<file path="src/rtl/mem_wb_skid_pipe.sv">
// MEM/WB pipeline register with a two-entry skid buffer, flush and writeback mux.
// in_ready comes straight from a flop, so out_ready never reaches it combinationally.
module mem_wb_skid_pipe #(
    parameter int DATA_W            = 32,
    parameter int REG_W             = 5,
    parameter bit ZERO_REG_SUPPRESS = 1'b1
) (
    input  logic              clk,
    input  logic              rst,
    input  logic              flush,
    input  logic              in_valid,
    output logic              in_ready,
    input  logic              RegWrite,
    input  logic              MemtoReg,
    input  logic [DATA_W-1:0] read_data_in,
    input  logic [DATA_W-1:0] alu_result_in,
    input  logic [REG_W-1:0]  write_reg_in,
    output logic              out_valid,
    input  logic              out_ready,
    output logic              RegWrite_out,
    output logic              MemtoReg_out,
    output logic [DATA_W-1:0] read_data,
    output logic [DATA_W-1:0] mem_alu_result,
    output logic [REG_W-1:0]  mem_write_reg,
    output logic [DATA_W-1:0] wb_data,
    output logic              wb_en
);

    typedef struct packed {
        logic              regwrite;
        logic              memtoreg;
        logic [DATA_W-1:0] rdata;
        logic [DATA_W-1:0] alu;
        logic [REG_W-1:0]  wreg;
    } entry_t;

    entry_t r_main;
    entry_t r_skid;
    logic   r_main_valid;
    logic   r_skid_valid;

    entry_t w_in;
    logic   w_accept;
    logic   w_drain;
    logic   w_zero_dest;

    assign w_in = '{regwrite: RegWrite, memtoreg: MemtoReg, rdata: read_data_in,
                    alu: alu_result_in, wreg: write_reg_in};

    assign w_accept = in_valid & ~r_skid_valid;
    assign w_drain  = ~r_main_valid | out_ready;

    always_ff @(posedge clk) begin
        if (rst) begin
            r_main       <= '0;
            r_skid       <= '0;
            r_main_valid <= 1'b0;
            r_skid_valid <= 1'b0;
        end else if (flush) begin
            // Data fields are left alone; only the valid bits are killed.
            r_main_valid <= 1'b0;
            r_skid_valid <= 1'b0;
        end else if (w_drain) begin
            if (r_skid_valid) begin
                r_main       <= r_skid;
                r_main_valid <= 1'b1;
                if (w_accept) begin
                    r_skid <= w_in;
                end
                r_skid_valid <= w_accept;
            end else begin
                if (w_accept) begin
                    r_main <= w_in;
                end
                r_main_valid <= w_accept;
            end
        end else if (w_accept) begin
            r_skid       <= w_in;
            r_skid_valid <= 1'b1;
        end
    end

    assign in_ready       = ~r_skid_valid;
    assign out_valid      = r_main_valid;
    assign RegWrite_out   = r_main.regwrite;
    assign MemtoReg_out   = r_main.memtoreg;
    assign read_data      = r_main.rdata;
    assign mem_alu_result = r_main.alu;
    assign mem_write_reg  = r_main.wreg;

    assign wb_data     = r_main.memtoreg ? r_main.rdata : r_main.alu;
    assign w_zero_dest = ZERO_REG_SUPPRESS && (r_main.wreg == '0);
    assign wb_en       = r_main_valid & out_ready & r_main.regwrite & ~w_zero_dest;

endmodule

</file>
<file path="config.mk">
export PLATFORM = sky130hd
export DESIGN_NAME = mem_wb_skid_pipe
export DESIGN_NICKNAME = d
export VERILOG_FILES = /design/src/rtl/mem_wb_skid_pipe.sv
export SDC_FILE = /design/constraint.sdc
export NUM_CORES = 1
export LEC_CHECK = 0
export ABC_AREA = 1
export BUFFER_PORTS_ARGS = -buffer_cell sky130_fd_sc_hd__buf_2
export CORE_MARGIN = 8
export CORE_UTILIZATION = 40
export CTS_CLUSTER_SIZE = 8
export DETAILED_ROUTE_END_ITERATION = 16
export PLACE_DENSITY = 0.73
export SYNTH_ARGS = -nofsm -noshare
export SYNTH_HDL_FRONTEND = slang
export SYNTH_SLANG_ARGS = --single-unit
</file>
<file path="constraint.sdc">
create_clock -name clk -period 1.95 [get_ports clk]
set_input_delay 0.39 -clock clk [delete_from_list [all_inputs] [get_ports clk]]
set_output_delay 0.39 -clock clk [all_outputs]
set_load 0.01 [all_outputs]
</file>
# Yosys cells after proc, flatten, opt, wreduce, memory -nomap -nowiden
# Cells that the tools add are included.
# classes
muxes	10
n_reduce_logical	6
bitwise_logic	9
eq_ne	1
# op_table
op	n
$mux W71	5
$mux W32	1
$logic_not A5 Y1	1
$and A1 B1 Y1	4
$mux W1	4
$not A1 Y1	4
$reduce_bool A2 Y1	2
$reduce_and A3 Y1	1
$ne A2 B2 Y1 const B	1
$reduce_and A2 Y1	1
$reduce_or A2 Y1	1
$or A1 B1 Y1	1
# totals
reg_bits	144
in_bits	76
output_inout_bits	106

# Longest topological paths before layout
# Gate-level depths: netlist of the first run.
# depth
ltp_word	5
depth_mapped	10
depth_no_buf	6

# Worst setup path after synthesis of the first run
# Ideal clock, no wire load.
# synth_path
kind	flip-flop to output port
start	register r_main, in the netlist MemtoReg_out
end	output port wb_data[10]
stages_incl_launch_ff	5
n_path_buf	2
slack_ns	0.442
required_time_ns	1.560
arrival_ns	1.118
cell_sequence	dfxtp_1 -> clkbuf_1 -> clkbuf_1 -> nand2_1 -> o21ai_0
# synth_between
elab_chain_len	1
# synth_lines
element	line	text
start: declaration	37	entry_t r_main;
start signal: assignment	65	r_main <= r_skid;
start signal: assignment	73	r_main <= w_in;
$mux W32	91	assign wb_data = r_main.memtoreg ? r_main.rdata : r_main.alu;
end: declaration	25	output logic [DATA_W-1:0] wb_data,
# No other way between the ends.

# Final worst setup path of the first run
# layout_path
start	register r_main, in the netlist MemtoReg_out
end	output port wb_data[21]
# Same word-level chain as after synthesis.

==> results.md, run 1 <==
* Status: finished, final reports clean
* RSZ-0062 raised after global routing: no
* Most frequent cells in the layout: nand2_1 (321), nor2_1 (286), buf_2 (181), inv_1 (147), dfxtp_1 (142)
* Net count, final at 1374
* Diodes inserted at 0
* Pin count of the biggest net entering global routing at 143
* Commonest non-fill, non-tap cell in the layout: nand2_1
* CTS buffer count at 17
* Slew HR at 0.651
* Starting Density at 0.409
* Gr usage total at 0.190
* Hold Path Class: in -> reg
* Crit path launch type: register
* Initial antenna violation count at 0
* Syn avg cell area at 6.14 um2
* DP Worst Slack at 0.338 ns
* Critical path capture point type: primary output
* Sequential fraction of the synthesis area at 0.406
* GR Util met2 at 0.313
* IO buf count at 181
* Post-Syn Area at 0.00711 mm2
* F_max at 536 MHz
* CTS Root Buffer Type: clkbuf_16
* Vias in the first global route at 6683
* Chip width at 149 um
* CTS resizes at 0
* Critical path's top delay family: flip-flops
* Critical path class: reg -> out
* Maximum root-to-sink buffer count at 2
* DRT Pass-1 Iters at 5
* Final hold violation count at 0
* Post-DP HPWL at 14600 um
* Most Crowded Layer GR: met2
* Routing usage on met3 at 0.0540
* WL/cell at 13.8 um
* Routed vias/inst at 4.67
* CTS tree: built
* Syn Nets at 1233
* Flop and latch count out of synthesis at 144
* Largest register FFs at 71
* Maximum VDD drop at 0.603 mV
* Mapped Cells at 1157
* Share of the synthesized area in the top cell type at 0.406
* Worst path max stage delay at 0.37 ns
* Period minus WS final at 1.86 ns
* Synth area leaders: dfxtp_1 (41%), nand2_1 (17%), nor2_1 (15%)
* Skew-Pair Late Insertion Delay at 0.42 ns
* Yosys synthesis warning count at 0
* Endpoints failing setup at 0
* Layout cells sized above 1 at 0.181
* Clock sinks at 144
* Setup WS post-layout at 0.0853 ns
* Worst Path Arrival at 1.47 ns
* Num rows at 48
* Grt total ovfl at 0
* DR vias at 7178
* Global-route wire length before repair at 33900 um
* Buf/Inv on CP at 2
* Core Area at 0.0174 mm2
* DRC at 0
* Final setup TNS at 0 ns
* Power per cell area at 858 mW/mm2
* H-tree level count at 4
* Met1 Resource Use GR at 0.234
* Yosys cell types at 18
* CTS clk-pin slew, worst paths at 0.07 ns
* Crit share post-route at 0.956
* Final Skew at 0.0111 ns
* Die area at 0.0223 mm2
* IO Count at 182
* Slew @ Worst Pin at 0.523 ns
* Hold-fix buffers, CTS at 0
* Gpl congestion at 0.874
* # Post-CTS Setup Buffers at 0
* Yosys top cell by area: dfxtp_1
* Cells along the critical path: buf_12 > o21ai_0 > buf_2
* Max-cap violations at 0
* Final slew viol count at 0
* Worst-path maximum fanout at 39
* DIE HEIGHT at 149 um
* Worst-path cell with the longest stage delay: dfxtp_4
* Post-route ant nets at 0
* DR iter-0 viols at 386
* Pleak at 4.48 nW
* Largest Register: r_skid
* Area Growth Syn to Fin at 22.4%
* Total wire length at 21200 um
* Worst EP required at 1.56 ns
-- tightest hold or removal path: stages --
cell and delay, ns:
buf_2 0.11, nor2_1 0.05, nand2_1 0.06, nand2_1 0.04
-- Yosys cell counts --
library cell and instances:
inv_4 1, dfxtp_1 144, nor2_4 2, buf_1 14, nand3_1 71, nand4_1 1
clkbuf_1 29, nor3_1 1, o21ai_0 104, inv_1 147, nor2_1 286, inv_2 2
buf_2 6, nand3_2 2, buf_4 8, nand2_2 1, buf_6 17, nand2_1 321
-- cell type report --
cell class | count | area [um2]
clock buffer | 21 | 470
clock inverter | 11 | 130
fill | 1793 | 8660
inverter | 150 | 568
multi-input combinational | 789 | 3220
sequential | 144 | 2890
tap | 225 | 282
timing repair buffer | 196 | 1130
-- power by group --
part	internal (mW)	switching, mW
clock	2.00	1.29
combinational	0.372	0.642
sequential	3.07	0.0922
total	5.44	2.02
-- kinds of logic (layout without fill, tap and decap cells) --
| kind of cell | after synthesis | count (layout) | synth area share |
|---|---|---|---|
| AOI/OAI and AO/OA | 104 | 104 | 0.0733 |
| buffers and inverters | 224 | 378 | 0.142 |
| DFF | 144 | 144 | 0.406 |
| and+or+nand+nor | 685 | 685 | 0.379 |
-- path summary, 6_finish.rpt --
check / startpoint / to / slack (ns) / depth (start not counted)
setup / recovery: MemtoReg_out$_SDFFE_PP0P_ / wb_data[21] / 0.09 / 3
setup reg to reg: out_valid$_SDFFE_PP0N_ / mem_alu_result[12]$_SDFFE_PP0P_ / 0.52 / 6
hold reg to reg: r_skid[47]$_SDFFE_PP0P_ / r_skid[47]$_SDFFE_PP0P_ / 0.48 / 2
hold / removal: rst / out_valid$_SDFFE_PP0N_ / 0.28 / 4
-- stage by stage --
step,area (um2),instances,util,hold WS (ns),power (mW)
floorplan,7110,1157,-,0.455,3.82
global placement,8090,1504,0.466,0.462,4.23
detailed placement,8090,1504,0.466,0.472,4.25
global route,8700,1536,0.501,0.276,7.83
CTS,8690,1536,0.501,0.258,7.54
finish,8700,1536,0.501,0.276,7.46
-- per-layer routing --
metal,part of all wire,vias to the layer above
met3,0.083,27
met5,0,-
met2,0.46,252
li1,-,3737
met1,0.44,3162
met4,0.020,0
Power figures use the tool's default switching activity.
==> run 2, diff against run 1 <==
--- a/config.mk
+++ b/config.mk
@@ -12,6 +12,7 @@
 export CTS_CLUSTER_SIZE = 8
 export DETAILED_ROUTE_END_ITERATION = 16
 export PLACE_DENSITY = 0.73
+export REMOVE_ABC_BUFFERS = 1
 export SYNTH_ARGS = -nofsm -noshare
 export SYNTH_HDL_FRONTEND = slang
 export SYNTH_SLANG_ARGS = --single-unit
==> results.md, run 2 (synthesized netlist as in run 1, its figures left out) <==
* Total power at 7.58 mW
* Hold-fix buffers, CTS at 0
* Die area at 0.0223 mm2
* H-tree level count at 4
* Initial antenna violation count at 1
* Critical path class: reg -> out
* Worst Path Arrival at 1.47 ns
* Maximum root-to-sink buffer count at 2
* Hold Path Class: in -> reg
* Post-DP HPWL at 11900 um
* Critical path's top delay family: flip-flops
* Power per cell area at 864 mW/mm2
* Routed vias/inst at 4.56
* Endpoints failing setup at 0
* Worst-path maximum fanout at 37
* DR vias at 7001
* DP Worst Slack at 0.372 ns
* Global-route wire length before repair at 30500 um
* Most frequent cells in the layout: nand2_1 (321), nor2_1 (286), buf_2 (181), inv_1 (147), dfxtp_1 (142)
* Hold Path Stages at 5
* Fillers at 1775
* Buf/Inv on CP at 2
* Stages on worst setup path at 4
* Grt total ovfl at 0
* Status: finished, final reports clean
* RSZ-0062 raised after global routing: no
* Net count, final at 1374
* IO buf count at 181
* FF-to-FF path depth at 6
* Final Skew at 0.00697 ns
* Gr usage total at 0.165
* DIE HEIGHT at 149 um
* Slew HR at 0.616
* Vias in the first global route at 6530
* Final hold violation count at 0
* Crit share post-route at 0.954
* CTS tree: built
* Num rows at 48
* Worst path max stage delay at 0.47 ns
* Layout cells sized above 1 at 0.180
* Final slew viol count at 0
* Period minus WS final at 1.86 ns
* Largest register FFs at 71
* CTS clk-pin slew, worst paths at 0.06 ns
* Setup WS post-layout at 0.0892 ns
* Fin area at 0.00877 mm2
* Commonest non-fill, non-tap cell in the layout: nand2_1
* Crit path launch type: register
* DRC at 0
* F_max at 537 MHz
* Cells along the critical path: buf_12 > nand2_1 > o21ai_0 > buf_2
* Area Growth Syn to Fin at 23.5%
* Diodes inserted at 0
* Clock sinks at 144
* Dpl cell area at 0.00814 mm2
* DRT Pass-1 Iters at 5
* Maximum VDD drop at 0.642 mV
* Pin count of the biggest net entering global routing at 143
* Hold WS at 0.301 ns
* CTS buffer count at 17
* Worst EP required at 1.56 ns
* FF/Latch Area at 0.00289 mm2
* Skew-Pair Late Insertion Delay at 0.41 ns
* Core Area at 0.0174 mm2
* Max-cap violations at 0
* WL/cell at 12.1 um
* Worst-path cell with the longest stage delay: dfxtp_4
* Starting Density at 0.409
* Post-route ant nets at 0
* Slew @ Worst Pin at 0.576 ns
* Area of the multi-input gates at 0.00322 mm2
* Gpl congestion at 0.788
* Largest Register: r_skid
* DR iter-0 viols at 328
* CTS Root Buffer Type: clkbuf_16
* Total wire length at 18500 um
* Chip width at 149 um
* Pleak at 4.52 nW
* Critical path capture point type: primary output
* IO Count at 182
## run 2: worst paths after layout
path | start | to | slack (ns)
min | alu_result_in[2] | r_skid[7]$_SDFFE_PP0P_ | 0.30
min reg2reg | r_skid[49]$_SDFFE_PP0P_ | r_skid[49]$_SDFFE_PP0P_ | 0.48
max reg2reg | out_valid$_SDFFE_PP0N_ | r_skid[59]$_SDFFE_PP0P_ | 0.58
max | MemtoReg_out$_SDFFE_PP0P_ | wb_data[7] | 0.09
## run 2: layer usage
metal / global-route usage / up-vias / wire (um)
li1: - / 3731 / -
met3: 0.0519 / 16 / 1310
met5: 0 / - / 13
met4: 0.0485 / 2 / 182
met1: 0.196 / 3087 / 8530
met2: 0.281 / 165 / 8510
## run 2: power by group
group	internal [mW]	switching, mW	total (mW)
clock network	2.19	1.26	3.45
logic	0.381	0.597	0.977
registers	3.07	0.0811	3.15
total	5.64	1.94	7.58
## run 2: layout make-up
| cell class | instances | area share |
|---|---|---|
| flip-flops and latches | 144 | 0.329 |
| well taps | 225 | 0.0321 |
| clock inverters | 9 | 0.0145 |
| inverters | 150 | 0.0647 |
| clock buffers | 23 | 0.0569 |
| multi-input cells | 789 | 0.367 |
| repair buffers | 196 | 0.135 |
## run 2: stage by stage
step                       util  setup TNS, ns  cells
after floorplan               -        -261.81   1083
after global placement    0.469              0   1504
after detailed placement  0.469              0   1504
after CTS                 0.505              0   1536
after global routing      0.505              0   1536
final                     0.505              0   1536
## run 2: repair_timing
| item | 4_1_cts | 5_1_grt |
|---|---|---|
| endpoints found under the setup margin | 2 | 1 |
| gates cloned | 0 | 0 |
| setup buffers | 0 | 0 |
| resized for setup | 1 | 1 |
## run 2: worst reg2reg max path, delay by kind of cell, from the launching register on
kind,cells,cell delay (ns)
buffers and inverters,2,0.52
AND/OR/NAND/NOR,4,0.42
flip-flops,1,0.34
